**src/rtl/skew_rd_ctrl.sv**
```systemverilog
// Skewed read sequencer: lane i reads `depth` words from a shared base address, starting i cycles
// after lane 0, then pulses wr_start at cycle WR_DELAY and done at the end. Macro RD_STRIDE_EN adds a stride port.
module skew_rd_ctrl #(
    parameter int N        = 16,
    parameter int ADDR_W   = 8,
    parameter int DEPTH_W  = 8,
    parameter int WR_DELAY = 18
) (
    input  logic                  clk,
    input  logic                  reset,
    input  logic                  start,
    input  logic [ADDR_W-1:0]     base_addr,
    input  logic [DEPTH_W-1:0]    depth,
`ifdef RD_STRIDE_EN
    input  logic [ADDR_W-1:0]     stride,
`endif
    output logic                  busy,
    output logic                  done,
    output logic [N-1:0]          rd_en,
    output logic [N*ADDR_W-1:0]   rd_addr,
    output logic                  wr_start
);

    localparam int CNT_W = $clog2(2**DEPTH_W + N + WR_DELAY + 1);

    // Handshake: start is accepted on any edge where busy=0. Once busy rises, start is ignored
    // until busy falls again. done pulses for one cycle, and busy stays high during that cycle.
    typedef enum logic [1:0] {IDLE, RUN, DONE} state_t;

    state_t               state, state_n;
    logic [CNT_W-1:0]     k, k_n;
    logic [CNT_W-1:0]     last_k, tail_k;
    logic [ADDR_W-1:0]    base_q, base_v;
    logic [DEPTH_W-1:0]   depth_q, depth_v;
    logic [ADDR_W-1:0]    stride_v;
    logic                 load, emit, done_n, wr_n;
    logic [N-1:0]         en_n;
    logic [N*ADDR_W-1:0]  addr_n;
    logic [CNT_W:0]       lane_off [N];

`ifdef RD_STRIDE_EN
    logic [ADDR_W-1:0]    stride_q;
    assign stride_v = load ? stride : stride_q;

    always_ff @(posedge clk) begin
        if (reset)
            stride_q <= '0;
        else if (load)
            stride_q <= stride;
    end
`else
    assign stride_v = ADDR_W'(1);
`endif

    assign base_v  = load ? base_addr : base_q;
    assign depth_v = load ? depth : depth_q;

    // Last RUN cycle: either the last lane's final read or the wr_start cycle, whichever is later.
    always_comb begin
        tail_k = CNT_W'(depth_q) + CNT_W'(N - 2);
        last_k = (tail_k > CNT_W'(WR_DELAY)) ? tail_k : CNT_W'(WR_DELAY);
    end

    always_comb begin
        state_n = state;
        k_n     = k;
        load    = 1'b0;
        emit    = 1'b0;
        done_n  = 1'b0;
        case (state)
            IDLE: begin
                if (start) begin
                    load = 1'b1;
                    k_n  = '0;
                    if (depth == '0) begin
                        state_n = DONE;
                        done_n  = 1'b1;
                    end else begin
                        state_n = RUN;
                        emit    = 1'b1;
                    end
                end
            end
            RUN: begin
                k_n = k + CNT_W'(1);
                if (k == last_k) begin
                    state_n = DONE;
                    done_n  = 1'b1;
                end else begin
                    emit = 1'b1;
                end
            end
            DONE: begin
                state_n = IDLE;
                k_n     = '0;
            end
            default: begin
                state_n = IDLE;
                k_n     = '0;
            end
        endcase
    end

    // Registered outputs are computed for cycle k_n. lane_off carries a borrow bit that flags k_n < i.
    always_comb begin
        en_n   = '0;
        addr_n = '0;
        for (int i = 0; i < N; i++) begin
            lane_off[i] = {1'b0, k_n} - (CNT_W+1)'(i);
            if (emit && !lane_off[i][CNT_W] && (lane_off[i][CNT_W-1:0] < CNT_W'(depth_v))) begin
                en_n[i] = 1'b1;
                addr_n[i*ADDR_W +: ADDR_W] = base_v + ADDR_W'(lane_off[i][CNT_W-1:0]) * stride_v;
            end
        end
        wr_n = emit && (depth_v != '0) && (k_n == CNT_W'(WR_DELAY));
    end

    always_ff @(posedge clk) begin
        if (reset) begin
            state    <= IDLE;
            k        <= '0;
            base_q   <= '0;
            depth_q  <= '0;
            busy     <= 1'b0;
            done     <= 1'b0;
            rd_en    <= '0;
            rd_addr  <= '0;
            wr_start <= 1'b0;
        end else begin
            state    <= state_n;
            k        <= k_n;
            if (load) begin
                base_q  <= base_addr;
                depth_q <= depth;
            end
            busy     <= (state_n != IDLE);
            done     <= done_n;
            rd_en    <= en_n;
            rd_addr  <= addr_n;
            wr_start <= wr_n;
        end
    end

endmodule

```
**config.mk**
```make
export PLATFORM = sky130hd
export DESIGN_NAME = skew_rd_ctrl
export DESIGN_NICKNAME = d
export VERILOG_FILES = /design/src/rtl/skew_rd_ctrl.sv
export SDC_FILE = /design/constraint.sdc
export NUM_CORES = 1
export LEC_CHECK = 0
export ABC_AREA = 1
export BUFFER_PORTS_ARGS = -buffer_cell sky130_fd_sc_hd__buf_2
export CAP_MARGIN = 0
export CORE_MARGIN = 1
export CORE_UTILIZATION = 54
export DETAILED_ROUTE_END_ITERATION = 8
export HOLD_SLACK_MARGIN = 0.05
export PLACE_DENSITY_LB_ADDON = 0.15
export SLEW_MARGIN = 25
export SYNTH_ARGS = -nofsm -noshare
export SYNTH_HDL_FRONTEND = slang
export SYNTH_SLANG_ARGS = --single-unit
export TNS_END_PERCENT = 50
```
**constraint.sdc**
```tcl
create_clock -name clk -period 4.33 [get_ports clk]
set_clock_uncertainty 0.2 [all_clocks]
set_input_delay 1.299 -clock clk [delete_from_list [all_inputs] [get_ports clk]]
set_output_delay 1.299 -clock clk [all_outputs]
set_load 0.01 [all_outputs]
```
# ---- Word-level counts from Yosys, hierarchy flattened
# Cells that the tools add are included.
dict set report word_totals {
  ff_bits 174
  input_bits 19
}
dict set report op_classes {
  addsub 33
  magnitude_cmp 17
  n_eq_ne 3
  mux 35
  bitwise 16
  reduce_logical 68
}
# operator n
set op_table {}
lappend op_table {{$lt 9x8->1} 16}
lappend op_table {{$add 8x8->8} 16}
lappend op_table {{$sub 9x4->10 const B} 8}
lappend op_table {{$sub 9x3->10 const B} 4}
lappend op_table {{$logic_and 1x1->1} 33}
lappend op_table {{$reduce_or 2->1} 16}
lappend op_table {{$mux 1} 24}
lappend op_table {{$sub 9x2->10 const B} 2}
lappend op_table {{$mux 9} 2}
lappend op_table {{$pmux 9 s2} 1}
lappend op_table {{$mux 8} 2}
lappend op_table {{$not 1->1} 16}
lappend op_table {{$logic_not 1->1} 15}
lappend op_table {{$sub 9x1->10 const B} 1}
lappend op_table {{$add 8x4->9 const B} 1}
lappend op_table {{$add 9x1->9 const B} 1}
lappend op_table {{$eq 9x5->1 const B} 1}
lappend op_table {{$eq 9x9->1} 1}
lappend op_table {{$gt 9x5->1 const B} 1}
lappend op_table {{$logic_not 8->1} 1}
lappend op_table {{$reduce_bool 8->1} 1}
lappend op_table {{$mux 2} 3}
lappend op_table {{$pmux 1 s2} 2}
lappend op_table {{$pmux 2 s2} 1}
lappend op_table {{other kinds (3)} 3}

# ---- Depth between registers and ports, before layout
# Gate-level depths: netlist of run 1.
dict set report logic_depth {
  ltp_word 10
  ltp_mapped 24
}

# ---- Worst setup path before layout of run 1
# OpenSTA, ideal clock, no wires.
dict set report synth_path {
  path_type {input to register}
  startpoint {input start}
  endpoint {register rd_addr[71]}
  setup_ns 0.113
  arrival_time_ns 4.097
  required_ns 4.017
  path_slack_ns -0.080
  path_stages 17
  n_path_buf 1
  cell_sequence {nand2_2 clkbuf_1 inv_1 or2_2 o21ai_0 inv_1 ha_1 o31ai_1 a21oi_1 o21bai_1 nand2_1 a21boi_0 nor2_1 nand2_1 nand2_1 inv_1 nor2_1}
}
dict set report synth_between {
  word_cells_on_any_way 16
}
# element line
set synth_rtl {}
lappend synth_rtl {{start: declaration} 11} ;# input logic start,
lappend synth_rtl {{$mux 1} 72} ;# if (start) begin
lappend synth_rtl {{$mux 1} 70} ;# case (state)
lappend synth_rtl {{$mux 8} --}
lappend synth_rtl {{named net base_v[1]} 33} ;# logic [ADDR_W-1:0] base_q, base_v;
lappend synth_rtl {{$add 8x8->8} 112} ;# addr_n[i*ADDR_W +: ADDR_W] = base_v + ADDR_W'(lane_off[i][CNT_W-1:0]) * stride_v;
lappend synth_rtl {{end signal: assignment} 139} ;# rd_addr <= addr_n;
lappend synth_rtl {{end: declaration} 20} ;# output logic [N*ADDR_W-1:0] rd_addr,
# The timed path passes the listed nets, and every way through them passes these cells.
# A chain may end at the register's enable or synchronous reset.

# ---- Worst setup path in the final report of run 1
dict set report layout_path {
  startpoint {input start}
  endpoint {register rd_addr[107]}
}
dict set report layout_between {
  elab_chain_cells 8
  word_cells_on_any_way 16
}
# element line
set layout_lines {}
lappend layout_lines {{$mux 9 *} 72}
lappend layout_lines {{$pmux 9 s2 *} 70}
lappend layout_lines {{named net k_n[1]} 31} ;# logic [CNT_W-1:0] k, k_n;
lappend layout_lines {{$sub 9x4->10 *} 109} ;# lane_off[i] = {1'b0, k_n} - (CNT_W+1)'(i);
lappend layout_lines {{branches (longest 5 deep; another with $lt 9x8->1)} --}
# Mark *: on every way through the listed nets, which the timed path passes.

==> results of run 1 <==
==> kinds of logic (layout without fill, tap and decap cells) <==
logic type,count (synthesis),count (layout),synth area share
xor+xnor,159,159,0.1101
mux,1,1,0.001082
simple gates,692,692,0.2433
fa+ha+maj,192,192,0.1912
buf+inv,270,669,0.08508
flops,174,174,0.2738
compound gates,215,215,0.09541
==> path summary, 6_finish.rpt <==
path / to / slack [ps] / depth (start not counted)
hold reg to reg: base_q[4]$_SDFF_PP0_ / 410 / 3
setup reg to reg: rd_addr[107]$_SDFF_PP0_ / 500 / 19
hold / removal: base_q[4]$_SDFF_PP0_ / 410 / 3
setup / recovery: rd_addr[107]$_SDFF_PP0_ / 230 / 18
==> layer usage <==
layer / global-route usage / up-vias / wire, microns
met3: 0.03872 / 108 / 2141
met1: 0.4128 / 5667 / 17190
met5: 0 / - / 0
li1: - / 6187 / -
met4: 0.1522 / 0 / 1642
met2: 0.5710 / 428 / 18220
==> cell usage in the layout (no fill, tap or decap), drive strengths merged, types with 3 or more instances in the layout <==
cell type,Yosys,final
a21boi,7,7
nor3,10,10
a21o,5,5
a21oi,97,97
inv,246,250
xor2,131,131
dfxtp,174,174
nand3,71,71
or2,11,11
ha,188,188
nor2,279,279
a31oi,3,3
nand2,305,305
fa,4,4
o211ai,6,6
o21ai,70,70
nand3b,3,3
buf,19,391
nand4,11,11
clkbuf,5,19
clkinv,0,6
o21bai,24,24
xnor2,28,28
==> registers in the layout, summed over array words and instances (netlist names) <==
signal	flops
base_q	8
busy	1
depth_q	8
done	1
k	9
rd_addr	128
rd_en	16
state	2
wr_start	1
==> power breakdown <==
part	switching, mW	leakage (nW)	internal (mW)
sequential	0.0115	1.41	1.62
combinational	1.05	7.43	0.773
clock	0.712	0.270	0.804
==> layout make-up <==
class | instances | area (sq um) | area share
well taps | 313 | 391.6 | 0.02431
multi-input cells | 1259 | 8172 | 0.5073
clock buffers | 19 | 432.9 | 0.02687
repair buffers | 391 | 2572 | 0.1597
clock inverters | 13 | 131.4 | 0.008155
inverters | 246 | 925.9 | 0.05748
flip-flops and latches | 174 | 3483 | 0.2162
==> worst max-delay path: stages <==
cell and delay (ps):
buf_2 110, inv_1 40, nand2_1 90, buf_4 170, o21ai_2 130, buf_4 190
ha_1 230, a21oi_1 60, buf_4 150, o21ai_0 320, xor2_1 310, ha_1 290
nand2_1 70, o21ai_0 90, o21ai_0 170, and2_1 180, nand3_2 210, nor2_1 170
==> metrics, run 1 <==
status finished, final reports clean; Post-CTS Resized 0; total power 4.976 mW; number of global-route vias before repair 11950; actual slew at the worst max-slew pin 558.3 ps; Synth async-reset ratio 0; dpl cells 2383; initial antenna violation count 0; fin area 0.01611 sq mm; Synth cell types 47; Sum Neg Setup Slack 0 ps; Max Cap Viol 0; Clk pin slew, worst setup/hold paths 70 ps; Slew headroom 0.6265; largest net degree at the start of global routing 28; GP Congestion 0.9987; first-pass GRT wire length 61720 microns; root buf cell clkbuf_16; fin util 0.7051; Worst EP arrival 4280 ps; Via Count 12390; cts hold-fix bufs 0; count of final setup violators 0; synthesized instance count 1703; Placement Rows 55; Seq/Total Area, Yosys 0.2738; leak pwr 9.112 nW; final worst path period need 4101 ps; DRT Wirelength 39190 microns; routed vias/inst 5.130; ANT cells 0; EDFF count, synth 0; Post-synth top flop dfxtp_1; drt initial violations 841; nature of the critical path startpoint input port; die height 155.5 microns; worst-case hold slack 408.6 ps; Synth area leader dfxtp_1; count leader, synth nand2_1; worst skew pair latency 450 ps; Avg Cell Area, Syn 7.470 sq um; Fill cells 1990; Slew Viols, Final 0; GRT overflow 0; core region area 0.02285 sq mm; CTS Buf Count 17; Boundary Pins 166; dpl cell area 0.01553 sq mm; Setup WS pre-CTS -186.5 ps; Pwr per Cell Area 308.9 mW/mm^2; final net count 2300; Post-Syn Area 0.01272 sq mm; worst-path fanout max 9; hold_sp base_q[4]$_SDFF_PP0_; post-route worst setup slack 228.7 ps; chip width 155.5 microns; final period utilization 0.9472; Setup Fix Bufs, Post-CTS 0; P&R area growth vs syn 26.64%; crit path capture type register; fin cells 2415; 1st-pass router iterations 5; layout cell share with drive strength beyond 1 0.2412; Clock Tree Buf Depth 2; Synth warnings 0; Fin. Hold Viols 0; Post-synth top cells 278 x nand2_1, 260 x nor2_1, 242 x inv_1; Avg WL per Cell 16.23 microns; Synth area leaders dfxtp_1 27%, ha_1 18%, xor2_1 9.0%; GRT Overall Usage 0.3313; synthesized net count 1914; Port Buf Inserts 165; HP Class register to register; TritonCTS sink count 174; CTS tree done; Crit Path Category input port to register; Antenna Nets Post-Route 0; Seq cells post-synth 174; worst-case vdd ir drop 0.0002442 V; Initial Utilization 0.5568; number of remaining DRC errors 0; post-synth top area share 0.2738; die area 0.02418 sq mm; crit path launch start; Crit Reg-Reg Startpoint k[0]$_SDFF_PP0_; H-tree Lvls 4; Req. time, crit path 4510 ps; estimated wirelength of the detail-placed design 30110 microns; max frequency 0.2438 GHz
Power figures use the tool's default switching activity.
==> inputs of run 2 (changes only) <==
--- a/config.mk
+++ b/config.mk
@@ -5,15 +5,13 @@
 export SDC_FILE = /design/constraint.sdc
 export NUM_CORES = 1
 export LEC_CHECK = 0
-export ABC_AREA = 1
 export BUFFER_PORTS_ARGS = -buffer_cell sky130_fd_sc_hd__buf_2
 export CAP_MARGIN = 0
 export CORE_MARGIN = 1
-export CORE_UTILIZATION = 54
+export CORE_UTILIZATION = 53
 export DETAILED_ROUTE_END_ITERATION = 8
 export HOLD_SLACK_MARGIN = 0.05
 export PLACE_DENSITY_LB_ADDON = 0.15
-export SLEW_MARGIN = 25
 export SYNTH_ARGS = -nofsm -noshare
 export SYNTH_HDL_FRONTEND = slang
 export SYNTH_SLANG_ARGS = --single-unit
==> run 2 against run 1 <==
Net effect: first-iteration DRC count increased by 1.4%; hold slack got worse by 48 ps; total power decreased by 6.0%; sequential cell count unchanged; cell area about the same; final cell count decreased by 15%; critical endpoint is now rd_addr[26]$_SDFF_PP0_.
==> metrics, run 2 <==
Post-synth top cells 188 x ha_1, 174 x dfxtp_1, 174 x nor2_1; TritonCTS sink count 174 (unchanged); CTS Buf Count 17 (unchanged); GP Congestion 0.9318 (-6.7%); Fill cells 1697 (-15%); max frequency 0.2370 GHz (-2.8%); core region area 0.02182 sq mm (-4.5%); ANT cells 0 (unchanged); chip width 151.3 microns (-2.7%); Synth async-reset ratio 0 (unchanged); Synth area leaders dfxtp_1 29%, ha_1 20%, xnor2_1 9.9%; first-pass GRT wire length 55640 microns (-9.8%); synthesized instance count 1321 (-22%); Clock power frac 0.327 (+0.022); Avg WL per Cell 17.81 microns (+9.8%); Slew Viols, Final 0 (unchanged); Seq cells post-synth 174 (unchanged); routed vias/inst 5.543 (+8.0%); Pwr per Cell Area 290.4 mW/mm^2 (-6.0%); Fin. Hold Viols 0 (unchanged); cts hold-fix bufs 0 (unchanged); biggest regs rd_addr x128, rd_en x16, k x9; crit path capture type register; layout cell share with drive strength beyond 1 0.3331 (+0.09195); EDFF count, synth 0 (unchanged); GRT overflow 0 (unchanged); Antenna Nets Post-Route 0 (unchanged); final net count 1983 (-14%); worst-case vdd ir drop 0.0002237 V (-8.4%); status finished, final reports clean; number of global-route vias before repair 10690 (-10%); P&R area growth vs syn 36.28%; count of final setup violators 0 (unchanged); leak pwr 8.124 nW (-11%); Sequential Power Share 0.350 (+0.021); Placement Rows 54 (-1.8%); Sw Pwr 1.475 mW (-17%); count leader, synth ha_1; DRT Wirelength 36750 microns (-6.2%); nature of the critical path startpoint input port; Crit Path Category input port to register; initial antenna violation count 0 (unchanged); Max Cap Viol 0 (unchanged); Register Area 0.003483 sq mm (unchanged); Synth area leader dfxtp_1; Internal 3.201 mW (about the same); drt initial violations 853 (+1.4%); Seq/Total Area, Yosys 0.2948 (+0.02096); Synth cell types 81 (+72%); number of remaining DRC errors 0 (unchanged); total power 4.676 mW (-6.0%); Slew headroom 0.5707 (-0.05576); die height 151.3 microns (-2.7%); post-synth top area share 0.2948 (+0.02096); Logic pwr share 0.323 (-0.044); Req. time, crit path 4510 ps (about the same); die area 0.02290 sq mm (-5.3%); worst skew pair latency 450 ps (about the same); largest net degree at the start of global routing 30 (+7.1%); final worst path period need 4220 ps (+118.4 ps); Avg Cell Area, Syn 8.945 sq um (+20%); most flop-heavy register rd_addr; area of the multi-input gates 0.008190 sq mm (+0.23%); fin util 0.7379 (+0.03278); Port Buf Inserts 165 (unchanged); H-tree Lvls 4 (unchanged); sw frac 0.3155 (-0.04134); CTS tree done; Largest register FFs 128 (unchanged); root buf cell clkbuf_16; HP Class register to register; most frequent cells in the layout 296 x buf_4, 180 x ha_1, 174 x dfxtp_1; Sum Neg Setup Slack 0 ps (unchanged); Via Count 11440 (-7.7%); final period utilization 0.9745 (+0.02734); Clk pin slew, worst setup/hold paths 70 ps (about the same); GRT Overall Usage 0.3209 (-0.01044); Worst EP arrival 4390 ps (+110 ps); Initial Utilization 0.5415 (-0.01534); Boundary Pins 166 (unchanged); Post-synth top flop dfxtp_1; most common cell after layout, fill and taps aside buf_4; Clock Tree Buf Depth 2 (unchanged); actual slew at the worst max-slew pin 643.9 ps (+85.62 ps); 1st-pass router iterations 5 (unchanged); synthesized net count 1532 (-20%); worst-path fanout max 11 (+2); estimated wirelength of the detail-placed design 27680 microns (-8.1%); Synth warnings 0 (unchanged); Post-Syn Area 0.01182 sq mm (-7.1%)
-- run 2: changes by cell type in the layout (fill, tap and decap cells not counted), sizes merged, moves of 15 or more --
| cell | delta |
|---|---|
| buf | +81 |
| inv | -187 |
| xor2 | -81 |
| nor2 | -105 |
| a21o | +71 |
| o21ai | -23 |
| nand2 | -242 |
| nor2b | +15 |
| xnor2 | +106 |
| nand3 | -55 |
-- run 2: worst paths after layout --
kind	start	end	slack (ps)	cells past startpoint
max	start	rd_addr[26]$_SDFF_PP0_	110	18
min	base_q[7]$_SDFF_PP0_	base_q[7]$_SDFF_PP0_	360	2
max reg2reg	state[0]$_SDFF_PP0_	rd_addr[26]$_SDFF_PP0_	280	17
min reg2reg	base_q[7]$_SDFF_PP0_	base_q[7]$_SDFF_PP0_	360	2
-- run 2: what timing repair did --
| action | in CTS | in global routing |
|---|---|---|
| gates cloned | 0 | 2 |
| setup buffers | 0 | 6 |
| gates resized for setup | 1 | 36 |
| pin swaps | 0 | 13 |
| setup endpoints to repair | 12 | 121 |
-- run 2: logic make-up after synthesis --
kind of cell / after synthesis / synth area share
compound gates: 297 / 0.1674
xor+xnor: 185 / 0.1389
fa+ha+maj: 192 / 0.2058
buf+inv: 103 / 0.03632
flops: 174 / 0.2948
mux: 17 / 0.01514
simple gates: 353 / 0.1416
-- run 2: critical path: stages --
cell and delay, ps:
buf_4 160, nor3_4 130, a21o_1 150, a21oi_2 60, buf_4 170, buf_4 170
ha_2 190, buf_4 140, a21boi_4 140, nand2_1 110, xnor2_2 230, ha_1 280
nor2b_1 140, o21ai_0 140, o21ai_1 100, or4_4 550, buf_6 150, nor2_1 100
-- run 2: layout make-up --
class                   instances  area share
multi-input cells            1046      0.5086
flip-flops and latches        174      0.2163
repair buffers                472      0.2028
clock buffers                  18     0.02665
well taps                     280     0.02176
inverters                      61     0.01531
clock inverters                12    0.008547
-- run 2: per-stage QoR --
| stage | instances | setup WS (ps) | hold slack, ps | cell area (sq um) |
|---|---|---|---|---|
| after detailed placement | 2025 | -474.3 | 341.8 | 15320 |
| final | 2063 | 110.3 | 360.2 | 16100 |
| after global placement | 2025 | -459.3 | 329.7 | 15320 |
| after global routing | 2063 | -51.67 | 373.8 | 16100 |
| after CTS | 2055 | 8.620 | 358.6 | 15890 |
| after floorplan | 1321 | -22.44 | 308.2 | 12000 |
-- run 2: power by group through the flow --
stage	sequential [mW]	clock, mW	combinational [mW]
2_1_floorplan	1.67	0	0.903
3_3_place_gp	1.67	0	1.42
3_5_place_dp	1.67	0	1.46
4_1_cts	1.64	1.54	1.48
5_1_grt	1.64	1.61	1.65
6_report	1.64	1.53	1.51
-- run 2: layer usage --
layer  vias to the layer above  track usage  wire (microns)
li1                       5510            -               -
met1                      5426       0.3999           15660
met2                       427       0.5411           17560
met3                        72      0.05843            2345
met4                         0       0.1315            1190
met5                         -            0               0
==> inputs of run 3 (changes only) <==
--- a/config.mk
+++ b/config.mk
@@ -11,7 +11,7 @@
 export CORE_UTILIZATION = 53
 export DETAILED_ROUTE_END_ITERATION = 8
 export HOLD_SLACK_MARGIN = 0.05
-export PLACE_DENSITY_LB_ADDON = 0.15
+export PLACE_DENSITY_LB_ADDON = 0.1
 export SYNTH_ARGS = -nofsm -noshare
 export SYNTH_HDL_FRONTEND = slang
 export SYNTH_SLANG_ARGS = --single-unit
==> run 3 against run 2 <==
Net effect: first-iteration DRC count shrank 14%; fmax shrank 1.3%; cell area shrank 0.61%; routed wire length shrank 2.0%; register-to-register slack lost 120 ps; non-clock buffer count shrank 12; via count shrank 2.0%; hold slack lost 11 ps; combinational power shrank 3%; total power shrank 1.3%; sequential share of layout area grew 0.15 points; global-route usage shrank 0.44 points; highest routed layer unchanged.
==> metrics, run 3 (synthesized netlist as in run 2, its figures left out) <==
P&R area growth vs syn 35.45%; Clock power frac 0.328 (about the same); Initial Utilization 0.5415 (unchanged); fin area 0.01601 sq mm (-0.61%); Slew Viols, Final 0 (unchanged); Fill cells 1718 (+1.2%); estimated wirelength of the detail-placed design 27840 microns (+0.59%); routed vias/inst 5.462 (-1.5%); status finished, final reports clean; crit path capture type register; Boundary Pins 166 (unchanged); Logic pwr share 0.317 (-0.006); CTS Buf Count 17 (unchanged); largest net degree at the start of global routing 30 (unchanged); area of the multi-input gates 0.008189 sq mm (about the same); Clk pin slew, worst setup/hold paths 70 ps (about the same); GP Congestion 0.9581 (+2.8%); Register Area 0.003486 sq mm (about the same); worst-case hold slack 349.0 ps (-11.24 ps); final net count 1970 (-0.66%); die area 0.02290 sq mm (unchanged); most common cell after layout, fill and taps aside buf_4; Pwr per Cell Area 288.3 mW/mm^2 (-0.71%); ANT cells 0 (unchanged); Crit Path Category input port to register; worst skew pair latency 440 ps (about the same); worst-case vdd ir drop 0.0002533 V (+13%); first-pass GRT wire length 55010 microns (-1.1%); number of global-route vias before repair 10360 (-3.1%); sw frac 0.3205 (+0.005025); final period utilization 0.9869 (+0.01240); die height 151.3 microns (unchanged); Worst EP arrival 4450 ps (+60 ps); RSZ-0062 raised after global routing true; GRT Overall Usage 0.3165 (-0.004389); GRT overflow 0 (unchanged); Largest register FFs 128 (unchanged); Port Buf Inserts 165 (unchanged); nature of the critical path startpoint input port; most flop-heavy register rd_addr; CTS tree done; HP Class register to register; final worst path period need 4273 ps (+53.68 ps); H-tree Lvls 4 (unchanged); actual slew at the worst max-slew pin 963.3 ps (+319.4 ps); layout cell share with drive strength beyond 1 0.3313 (-0.001882); DRT Wirelength 36000 microns (-2.0%); Max Cap Viol 0 (unchanged); TritonCTS sink count 174 (unchanged); leak pwr 8.089 nW (-0.43%); Internal 3.136 mW (-2.0%); drt initial violations 736 (-14%); 1st-pass router iterations 6 (+1); count of final setup violators 0 (unchanged); Avg WL per Cell 17.54 microns (-1.5%); Sw Pwr 1.479 mW (+0.26%); Sequential Power Share 0.355 (+0.005); max frequency 0.2340 GHz (-1.3%); Placement Rows 54 (unchanged); root buf cell clkbuf_16; Fin. Hold Viols 0 (unchanged); chip width 151.3 microns (unchanged); biggest regs rd_addr x128, rd_en x16, k x9; dpl cell area 0.01518 sq mm (-0.91%); initial antenna violation count 1 (+1); Clock Tree Buf Depth 2 (unchanged); number of remaining DRC errors 0 (unchanged); worst-path fanout max 8 (-3); core region area 0.02182 sq mm (unchanged); most frequent cells in the layout 283 x buf_4, 182 x ha_1, 172 x dfxtp_1; Slew headroom 0.3546 (-0.2161); Via Count 11210 (-2.0%); Req. time, crit path 4510 ps (about the same); Antenna Nets Post-Route 0 (unchanged)
run 3: cell count changes in the layout (fill, tap and decap cells not counted), sizes merged:
cell and change:
buf -12, clkinv +4, clkinvlp -4, inv +2
bufinv -1, clkbuf +1, nand3 -1
run 3: layer usage:
layer,track usage,part of all wire,up-vias
li1,-,-,5483
met1,0.4115,0.44,5272
met2,0.5295,0.47,384
met5,0,0,-
met3,0.04036,0.055,68
met4,0.1210,0.033,0
run 3: metrics by stage:
stage	setup TNS (ps)	std cells	util	setup slack (ps)	power (mW)
detailed placement	-45030	2008	0.6958	-532.1	3.098
CTS	0	2040	0.7221	13.83	4.612
global placement	-37880	2008	0.6958	-444.7	3.064
finish	0	2052	0.7334	56.65	4.615
global route	-490.7	2052	0.7334	-70.51	4.845
floorplan	-329.5	1321	-	-22.44	2.571
run 3: repair_timing:
action | CTS | global route
setup buffers | 0 | 10
cloned | 0 | 2
pin swaps | 0 | 22
hold buffers | 0 | 0
setup endpoints to repair | 17 | 132
gates resized for setup | 2 | 44
run 3: cell type report:
cell class,count,area share
Multi-Input combinational cell,1045,0.5116
Clock buffer,19,0.02705
Inverter,61,0.01540
Timing Repair Buffer,460,0.1981
Tap cell,280,0.02189
Clock inverter,13,0.008130
Sequential cell,174,0.2178
run 3: worst paths after layout:
kind / depth (start not counted) / slack (ps) / from / to
setup reg to reg: 18 / 160 / state[0]$_SDFF_PP0_ / rd_addr[28]$_SDFF_PP0_
hold reg to reg: 2 / 350 / base_q[7]$_SDFF_PP0_ / base_q[7]$_SDFF_PP0_
setup / recovery: 17 / 60 / start / rd_addr[28]$_SDFF_PP0_
hold / removal: 2 / 350 / base_q[7]$_SDFF_PP0_ / base_q[7]$_SDFF_PP0_
run 3: critical path: stages:
cell       delay [ps]
buf_4             160
or3b_4            390
a21oi_4           230
buf_4             150
buf_6              80
ha_1              160
o2bb2ai_2         130
nor2_2             80
xor2_2            190
ha_1              330
a21oi_2           130
nor2b_1            60
o21ai_1           130
o21ai_1            90
or4_4             570
buf_4             170
nor2_1             80
run 3: power by group through the flow:
stage	logic [mW]	registers (mW)	clock network, mW
5_1_grt	1.61	1.64	1.60
6_report	1.46	1.64	1.52
3_5_place_dp	1.42	1.67	0
4_1_cts	1.44	1.64	1.54
3_3_place_gp	1.39	1.67	0
2_1_floorplan	0.903	1.67	0
